<file path="config.mk">
export PLATFORM = sky130hd
export DESIGN_NAME = agg_core
export DESIGN_NICKNAME = d
export VERILOG_FILES = /design/src/rtl/agg_pkg.sv /design/src/rtl/agg_sat_add.sv /design/src/rtl/agg_core.sv
export SDC_FILE = /design/constraint.sdc
export NUM_CORES = 1
export LEC_CHECK = 0
export ABC_CLOCK_PERIOD_IN_PS = 1970
export CAP_MARGIN = 5
export CORE_ASPECT_RATIO = 1.25
export CORE_MARGIN = 2
export CORE_UTILIZATION = 45
export CTS_CLUSTER_SIZE = 8
export DETAILED_ROUTE_END_ITERATION = 6
export GPL_TIMING_DRIVEN = 0
export PLACE_DENSITY_LB_ADDON = 0.08
export SLEW_MARGIN = 20
export SYNTH_ARGS = -nofsm -noshare
export SYNTH_HDL_FRONTEND = slang
export SYNTH_SLANG_ARGS = --single-unit
</file>
<file path="constraint.sdc">
create_clock -name clk -period 1.97 [get_ports clk]
set_input_delay 0.591 -clock clk [delete_from_list [all_inputs] [get_ports clk]]
set_output_delay 0.591 -clock clk [all_outputs]
set_load 0.02 [all_outputs]
</file>
<file path="src/rtl/agg_pkg.sv">
`default_nettype none
// +----------------------------------------------------------------------+
// | agg_pkg : shared defaults and helpers for the aggregation stage      |
// | Rev 1.0                                                              |
// +----------------------------------------------------------------------+
package agg_pkg;

  localparam int AGG_WIDTH_DFLT  = 12;
  localparam int AGG_DEPTH_DFLT  = 4;
  localparam int ACT_THRESH_DFLT = 2048;

  localparam logic [AGG_WIDTH_DFLT-1:0] AGG_MAX = {AGG_WIDTH_DFLT{1'b1}};

  // A depth-1 window still needs a 1-bit counter so the compare is legal.
  function automatic int cnt_width(input int depth);
    return (depth > 1) ? $clog2(depth) : 1;
  endfunction

endpackage
`default_nettype wire

</file>
<file path="src/rtl/agg_sat_add.sv">
`default_nettype none
// +----------------------------------------------------------------------+
// | agg_sat_add : combinational adder, saturating when AGG_SAT_EN is set |
// | Rev 1.0                                                              |
// +----------------------------------------------------------------------+
module agg_sat_add #(
  parameter int agg_width = 12
) (
  input  logic [agg_width-1:0] a,
  input  logic [agg_width-1:0] b,
  output logic [agg_width-1:0] sum
);

`ifdef AGG_SAT_EN
  logic [agg_width:0] full;

  assign full = {1'b0, a} + {1'b0, b};
  // Once clamped, further unsigned adds stay clamped: saturation is sticky.
  assign sum  = full[agg_width] ? {agg_width{1'b1}} : full[agg_width-1:0];
`else
  assign sum = a + b;
`endif

endmodule
`default_nettype wire

</file>
<file path="src/rtl/agg_core.sv">
`default_nettype none
// +----------------------------------------------------------------------+
// | agg_core : sums AGG_DEPTH inputs per window, registers sum and step  |
// | activation. Optional macro AGG_SAT_EN selects saturating adder.      |
// | Rev 1.0                                                              |
// +----------------------------------------------------------------------+
module agg_core
  import agg_pkg::*;
#(
  parameter int agg_width  = AGG_WIDTH_DFLT,
  parameter int AGG_DEPTH  = AGG_DEPTH_DFLT,
  parameter int ACT_THRESH = ACT_THRESH_DFLT
) (
  input  logic                 clk,
  input  logic                 rst,
  input  logic [agg_width-1:0] agg_in,
  output logic [agg_width-1:0] agg_out2alu,
  output logic                 agg_out2act,
  output logic                 agg_out_acted
);

  localparam int CNT_W = cnt_width(AGG_DEPTH);
  localparam logic [CNT_W-1:0]     CNT_LAST = CNT_W'(AGG_DEPTH - 1);
  localparam logic [agg_width-1:0] THRESH   = agg_width'(ACT_THRESH);

  logic [agg_width-1:0] acc;
  logic [CNT_W-1:0]     cnt;
  logic [agg_width-1:0] sum;

  agg_sat_add #(
    .agg_width(agg_width)
  ) u_add (
    .a  (acc),
    .b  (agg_in),
    .sum(sum)
  );

  always_ff @(posedge clk or posedge rst) begin
    if (rst) begin
      acc           <= '0;
      cnt           <= '0;
      agg_out2alu   <= '0;
      agg_out2act   <= 1'b0;
      agg_out_acted <= 1'b0;
    end else if (cnt == CNT_LAST) begin
      agg_out2alu   <= sum;
      agg_out2act   <= 1'b1;
      agg_out_acted <= (sum >= THRESH);
      acc           <= '0;
      cnt           <= '0;
    end else begin
      acc           <= sum;
      cnt           <= cnt + CNT_W'(1);
      agg_out2act   <= 1'b0;
    end
  end

endmodule
`default_nettype wire

</file>
Word-level counts from Yosys, hierarchy flattened
Index checks and enable logic that the tools add are counted.
- latch bits: 0
- logic and storage cells: 12
- bits in writable memories: 0
- memory bits (read-only): 0
- bits in registers: 28
- memories: 0
- reductions and logical operators: 0
- order comparisons: 1
- muxes and demuxes: 3
- shift operators: 0
- multiply operators: 0
- eq/ne operators: 1
- bitwise logic cells: 0
- div/mod/pow operators: 0
- $add $sub $neg: 2
- operators by type and width (operator ; number):
    $add 12x12->12 ; 1
    $ge 12x12->1 const B ; 1
    $mux 12 ; 1
    $add 2x1->2 const B ; 1
    $eq 2x2->1 const B ; 1
    $mux 2 ; 1
    $mux 1 ; 1

Longest topological paths before layout
Gate-level depths: netlist of run 1.
- depth in word-level cells: 2
- mapped depth: 8

Cells and area by module
From an unflattened synthesis of run 1, not the netlist that was laid out.
- cell total of the unflattened synthesis: 118
- area, all modules: 1511.4 um2
- modules (own cells, without submodules) (module ; area an instance (um2) ; instances ; cells an instance ; seq. area each (um2)):
    agg_core ; 1008.5 ; 1 ; 59 ; 700.7
    agg_sat_add ; 503.0 ; 1 ; 59 ; 0.0

Least setup slack after synthesis of run 1
Ideal clock, no wire load.
- path type: input to register
- start point: input port agg_in[0]
- end point: register agg_out2alu[10]
- setup slack: -0.171 ns
- data required time: 1.850 ns
- cell stages on the path: 8
- arrival time: 2.021 ns
- cells stage by stage: ha_1 -> inv_1 -> fa_1 -> nor2b_4 -> o31ai_4 -> a21oi_2 -> or3_1 -> a31o_1
- longest elaborated chain between the ends: 1
- ends and longest elaborated chain (what ; line ; text):
    start, declared ; agg_core.sv:16 ; input logic [agg_width-1:0] agg_in,
    $add 12x12->12 ; agg_sat_add.sv:21 ; assign sum = a + b;
    end signal, assigned ; agg_core.sv:46 ; agg_out2alu <= sum;
    end, declared ; agg_core.sv:17 ; output logic [agg_width-1:0] agg_out2alu,
No other way between the ends.
A chain may end at the register's enable or synchronous reset.

Worst setup path in the final report of run 1
- start point: input port agg_in[4]
- end point: register agg_out2alu[9]
Same word-level chain as after synthesis.

==> results.yml, run 1 <==
outcome:
  result_of_the_run: "finished clean"
route:
  wl_per_instance_um: 13.9
  drc: 0
  via_count: 1045
  routed-wl-met2_mm: 1.50
  drtAntennaViolNets: 0
  met3_length_um: 104
  via_per_inst: 5.17
  m1WireLength_mm: 1.17
  detail_route.iter0.violations: 9
  wl_mm: 2.81
  top_layer: "met4"
  drt_pass1_iterations: 3
yosys:
  syn-instance-count: 129
  synth.top_cells.by_count: "sky130_fd_sc_hd__dfrtp_1 (27), sky130_fd_sc_hd__ha_1 (12), sky130_fd_sc_hd__inv_1 (11), sky130_fd_sc_hd__nor2_1 (11), sky130_fd_sc_hd__a21oi_1 (9)"
  syn_area_um2: 1450
  synth.top_cell.area_share_pct: 46.8
  number_of_warnings_printed_during_yosys_synthesis: 0
  yosysMostFrequentCell: "sky130_fd_sc_hd__dfrtp_1"
  count_of_flip_flops_with_a_built_in_enable_after_synthesis: 0
  yosys.area.top_type: "sky130_fd_sc_hd__dfrtp_1"
  synth.top_cells.by_area: "sky130_fd_sc_hd__dfrtp_1 (47%), sky130_fd_sc_hd__ha_1 (10%), sky130_fd_sc_hd__mux2i_1 (4.8%)"
  synth.avg_cell_area_um2: 11.2
  dominantRegCellSynth: "sky130_fd_sc_hd__dfrtp_1"
  synth.yosys.seq_area_share_pct: 46.8
  yosysUniqueCellTypes: 34
  synth_fp_nets: 156
  asyncSetResetFlopFracSynth_pct: 100
  postSynthRegisterBits: 27
critical_path:
  timing.critical_path.arrival_ns: 2.10
  worst-r2r-setup-slack_ns: 0.08
  ff2ff_path_depth: 8
  path_max_fanout: 4
  r2r_end: "agg_out2alu[10]"
  worstSetupEndpointType: "flop"
  worstSetupPathType: "input port to flop"
  kind_of_launch_point_of_the_worst_setup_path: "input port"
  worst_ep_required_ns: 2.13
  startpoint_of_the_lowest_slack_register_to_register_path: "acc[0]"
timing:
  finalHoldViolations: 0
  final.hold.worst_slack_ns: 0.436
  grt_setup_unrepaired: "true"
  period_needed_ns: 1.94
  worst_clock_skew_ns: 0.00257
  final-max-slew-violation-count: 0
  clock.fmax_mhz: 515
  tightest_slew_ns: 0.665
  tns_ns: 0
  final-setup-viol-count: 0
  relSlewSlack_pct: 55.7
  final_min_period_over_clock_period_pct: 98.5
power_and_ir_drop:
  power.density_cell_area_nw_per_um2: 946
  total_power_draw_mw: 1.93
  power.ir.vdd_worst_uv: 786
  static-leakage-power_nw: 0.879
floorplan:
  start_util_pct: 46.1
  top_level_ports: 28
  die-height_um: 67.4
  num_rows: 23
  dieArea_um2: 3680
  floorplan.die.width_um: 54.7
  fp.coreArea_um2: 3140
min_path:
  worst_min_delay_path_class: "flop to flop"
  hold_path_end: "cnt[0]"
  min_delay_path_depth: 1
  worst_hold_startpoint: "cnt[0]"
grt:
  wire_length_of_the_first_global_routing_pass_mm: 4.60
  largest_net_degree_at_the_start_of_global_routing: 28
  globalRouteOverflowTotal: 0
  antenna_found_initial: 0
  first_global_vias: 1087
  globalRouteTotalUtil_pct: 17.1
layout:
  seqCellArea_um2: 676
  finish.net_count: 193
  post_route_cells_drive_above_1_share_pct: 27.3
  multiInputGateArea_um2: 921
  fill_cells: 247
  flow.area_growth_from_synthesis_pct: 41.5
  n_antenna_cell: 0
  layout.cells.non_filler: 202
clock_tree:
  tritoncts_clock_tree: "built"
  cts_root_buffer: "sky130_fd_sc_hd__clkbuf_8"
  cts_buffer_depth: 2
  cts.sink_count: 27
  clock_slew_at_the_register_clock_pins_of_the_worst_setup_and_hold_paths_ns: 0.09
  hold_bufs_inserted_after_cts: 0
  number_of_levels_in_the_clock_h_tree: 1
  tritoncts.num_buffers: 3
  clkLatencyLatePin_ns: 0.27
placed_design:
  port-buffer-count: 27
  place_inst: 193
  rd_place_congestion: 0.742
  place_hpwl_mm: 2.00
job:
  max_cap_violations: 0
## report_power, final
| part | internal (mW) | switching [mW] | leakage, nW | total, mW |
|---|---|---|---|---|
| Clock | 0.141 | 0.165 | 0.0255 | 0.306 |
| Combinational | 0.447 | 0.425 | 0.536 | 0.872 |
| Sequential | 0.688 | 0.0684 | 0.318 | 0.756 |
## how the worst max path moves through the flow
stage / cells after the start / from / endpoint / slack, ns
5_1_grt: 7 / agg_in[4] / agg_out2alu[9] / -0.02
3_3_place_gp: 9 / agg_in[0] / agg_out2alu[10] / -0.72
3_5_place_dp: 9 / agg_in[0] / agg_out2alu[10] / -0.75
6_report: 7 / agg_in[4] / agg_out2alu[9] / 0.03
4_1_cts: 7 / agg_in[1] / agg_out2alu[9] / 0.01
2_1_floorplan: 8 / agg_in[0] / agg_out2alu[10] / -0.14
## per-stage QoR
step / utilization (%) / setup slack (ns) / cell area, µm²
after global placement: 57.0 / -0.720 / 1790
after global routing: 65.2 / -0.0178 / 2040
after floorplan: - / -0.141 / 1470
final: 65.2 / 0.0287 / 2040
after detailed placement: 57.0 / -0.746 / 1790
after CTS: 64.6 / 0.0111 / 2030
## cells in the final DEF (no fill, tap or decap), types with 2 or more instances in the layout
master,instances
sky130_fd_sc_hd__a21o_1,4
sky130_fd_sc_hd__a21oi_1,5
sky130_fd_sc_hd__a21oi_2,3
sky130_fd_sc_hd__a21oi_4,2
sky130_fd_sc_hd__buf_1,2
sky130_fd_sc_hd__buf_4,6
sky130_fd_sc_hd__clkbuf_8,3
sky130_fd_sc_hd__clkdlybuf4s15_1,2
sky130_fd_sc_hd__clkdlybuf4s50_1,15
sky130_fd_sc_hd__dfrtp_1,27
sky130_fd_sc_hd__dlygate4sd2_1,6
sky130_fd_sc_hd__dlymetal6s2s_1,2
sky130_fd_sc_hd__ha_4,11
sky130_fd_sc_hd__inv_1,8
sky130_fd_sc_hd__inv_2,3
sky130_fd_sc_hd__mux2_2,2
sky130_fd_sc_hd__mux2i_1,7
sky130_fd_sc_hd__nand2_1,5
sky130_fd_sc_hd__nor2_1,11
sky130_fd_sc_hd__nor2b_1,3
sky130_fd_sc_hd__o21ai_0,4
sky130_fd_sc_hd__xnor2_1,5
sky130_fd_sc_hd__xor2_1,3
## worst max-delay path, stage by stage
cell,delay (ns)
sky130_fd_sc_hd__dlygate4sd2_1,0.25
sky130_fd_sc_hd__ha_4,0.30
sky130_fd_sc_hd__o211ai_2,0.12
sky130_fd_sc_hd__o211ai_4,0.25
sky130_fd_sc_hd__a41oi_2,0.15
sky130_fd_sc_hd__xnor2_1,0.17
sky130_fd_sc_hd__mux2_2,0.27
## routing by layer
layer,track usage [%],vias up
li1,-,521
met1,18.9,502
met2,31.0,18
met3,3.10,4
met4,7.19,0
met5,0,-
## sequential cells by signal, indices dropped and copies added (netlist names)
register	flops
acc	12
agg_out2act	1
agg_out2alu	12
cnt	2
## kinds of logic after synthesis
family / Yosys count / share of synthesized area (%)
buf+inv: 15 / 4.16
mux: 9 / 6.41
flops: 27 / 46.8
simple gates: 27 / 9.70
xor+xnor: 9 / 5.45
fa+ha+maj: 13 / 11.8
compound gates: 29 / 15.8
## layout make-up
cell class | count | share of cell area, %
plain buffers | 4 | 0.918
repair buffers | 32 | 14.4
inverters | 11 | 2.02
multi-input cells | 87 | 45.0
clock buffers | 3 | 2.02
clock inverters | 1 | 0.245
flip-flops and latches | 27 | 33.0
well taps | 37 | 2.26
## timing repair
action	4_1_cts	5_1_grt
setup buffers	4	1
pin swaps	17	2
gates cloned	0	0
endpoints found under the setup margin	14	6
resized for setup	37	7
Power figures use the tool's default switching activity.
==> inputs of run 2 (changes only) <==
- RECOVER_POWER: not set -> 100
==> run 2 against run 1 <==
Compared with the run above:
- clock power barely moved
- total power shrank 0.74%
- clock-buffer cell count is the same
- utilization is 0.52 points lower
- maximum frequency about the same
- flip-flop and latch count unchanged
- die area unchanged
- first-iteration DRC count is 22% higher
- critical path depth did not move
- global-route usage stayed put
- sequential power hardly changed
==> results.yml, run 2 (same netlist as run 1, synthesis figures left out) <==
outcome:
  result_of_the_run: "finished clean"
placed_design:
  port-buffer-count: 27
  rd_place_congestion: 0.742
  place_hpwl_mm: 2.00
grt:
  globalRouteOverflowTotal: 0
  largest_net_degree_at_the_start_of_global_routing: 28
  globalRouteTotalUtil_pct: 17.1
  antenna_found_initial: 0
  wire_length_of_the_first_global_routing_pass_mm: 4.60
  first_global_vias: 1087
critical_path:
  worstSetupEndpoint: "agg_out2alu[9]"
  worst_path_max_delay_cell: "sky130_fd_sc_hd__ha_4"
  worst_ep_required_ns: 2.13
  critPathMaxStageDelay_ns: 0.30
  startpoint_of_the_lowest_slack_register_to_register_path: "acc[0]"
  worstSetupPathType: "input port to flop"
  timing.critical_path.arrival_ns: 2.10
  worst_setup_path_startpoint: "agg_in[4]"
  crit_chain: "dlygate4sd2_1 -> ha_4 -> o211ai_2 -> o211ai_4 -> a41oi_2 -> xnor2_1 -> mux2_2"
  worst-r2r-setup-slack_ns: 0.07
  path_max_fanout: 4
  r2r_end: "agg_out2alu[10]"
  ff2ff_path_depth: 8
  kind_of_launch_point_of_the_worst_setup_path: "input port"
  worstSetupEndpointType: "flop"
route:
  drc: 0
  drtAntennaViolNets: 0
  detail_route.iter0.violations: 11
  via_count: 1041
  wl_per_instance_um: 13.9
  via_per_inst: 5.15
  drt_pass1_iterations: 3
  wl_mm: 2.81
clock_tree:
  number_of_levels_in_the_clock_h_tree: 1
  tritoncts_clock_tree: "built"
  clkLatencyLatePin_ns: 0.27
  clock_slew_at_the_register_clock_pins_of_the_worst_setup_and_hold_paths_ns: 0.09
  cts_buffer_depth: 2
  cts.sink_count: 27
  cts_root_buffer: "sky130_fd_sc_hd__clkbuf_8"
  tritoncts.num_buffers: 3
floorplan:
  fp.coreArea_um2: 3140
  num_rows: 23
  start_util_pct: 46.1
  top_level_ports: 28
  dieArea_um2: 3680
  floorplan.die.width_um: 54.7
  die-height_um: 67.4
power_and_ir_drop:
  power.density_cell_area_nw_per_um2: 946
  power.ir.vdd_worst_uv: 772
  static-leakage-power_nw: 0.864
  total_power_draw_mw: 1.92
timing:
  relSlewSlack_pct: 33.0
  tightest_slew_ns: 1.00
  finalHoldViolations: 0
  clock.fmax_mhz: 515
  period_needed_ns: 1.94
  worst_clock_skew_ns: 0.00187
  final-setup-viol-count: 0
  final-max-slew-violation-count: 0
  final_min_period_over_clock_period_pct: 98.5
  grt_setup_unrepaired: "true"
layout:
  fill_cells: 251
  finalCoreUtilization_pct: 64.7
  n_antenna_cell: 0
  biggestRegsByFlops: "acc (12), agg_out2alu (12), cnt (2)"
  finish.net_count: 193
  post_route_cells_drive_above_1_share_pct: 26.1
  flow.area_growth_from_synthesis_pct: 40.3
  mostFrequentLayoutCell: "sky130_fd_sc_hd__dfrtp_1"
  layout_common_cells: "sky130_fd_sc_hd__dfrtp_1 (27), sky130_fd_sc_hd__clkdlybuf4s50_1 (14), sky130_fd_sc_hd__nor2_1 (11), sky130_fd_sc_hd__ha_4 (11), sky130_fd_sc_hd__inv_1 (9)"
job:
  max_cap_violations: 0
min_path:
  worst_min_delay_path_class: "flop to flop"
-- run 2: worst min-delay path by stage --
stage	slack [ns]	from	depth (start not counted)	endpoint
floorplan	0.40	cnt[0]	1	cnt[0]
global placement	0.42	cnt[0]	1	cnt[0]
detailed placement	0.43	cnt[0]	1	cnt[0]
CTS	0.44	cnt[0]	1	cnt[0]
global route	0.46	cnt[0]	1	cnt[0]
finish	0.44	cnt[0]	1	cnt[0]
-- run 2: stage by stage --
stage | hold WS [ns] | instances | setup TNS (ns) | instance area [µm²] | setup slack, ns
after floorplan | 0.403 | 129 | -0.257 | 1470 | -0.141
after global placement | 0.421 | 193 | -7.84 | 1790 | -0.720
after detailed placement | 0.429 | 193 | -8.23 | 1790 | -0.746
after CTS | 0.443 | 201 | 0 | 2030 | 0.0111
after global routing | 0.457 | 202 | -0.0186 | 2030 | -0.0178
final | 0.437 | 202 | 0 | 2030 | 0.0296
-- run 2: layout make-up --
type                       instances  area, µm²  share of cell area, %
inverter                          11       41.3                   2.04
clock inverter                     1       5.00                  0.247
buffer                             4       18.8                  0.925
timing repair buffer              32        287                   14.1
tap                               37       46.3                   2.28
clock buffer                       3       41.3                   2.04
multi-input combinational         87        913                   45.0
sequential                        27        676                   33.3
-- run 2: per-layer routing --
metal / share of wire (%) / vias to the layer above / global-route usage [%]
li1: - / 521 / -
met3: 3.8 / 4 / 3.10
met2: 53 / 18 / 31.0
met1: 42 / 498 / 18.9
met5: 0 / - / 0
met4: 1.1 / 0 / 7.19
-- run 2: power breakdown --
group	switching (mW)	total [mW]	internal, mW
Sequential	0.0684	0.756	0.688
Clock	0.165	0.306	0.141
Combinational	0.425	0.857	0.433
-- run 2: critical path: cells and delay by family --
kind,cells,cell delay (ns)
muxes,1,0.27
xor gates and xnor gates,1,0.17
buffers and inverters,1,0.25
adders and majority gates,1,0.30
AOI/OAI and AO/OA,3,0.52
-- run 2: what timing repair did --
action	in CTS	in global routing
endpoints found under the hold margin	0	0
resized for setup	37	7
setup buffers	4	1
endpoints found under the setup margin	14	6
hold buffers	0	0
pin swaps	17	2
==> inputs of run 3 (changes only) <==
- CTS_CLUSTER_DIAMETER: not set -> 30
- GPL_ROUTABILITY_DRIVEN: not set -> 1
==> results of run 3 <==
Same layout as run 2: the final DEF is identical, and so are final timing and power.
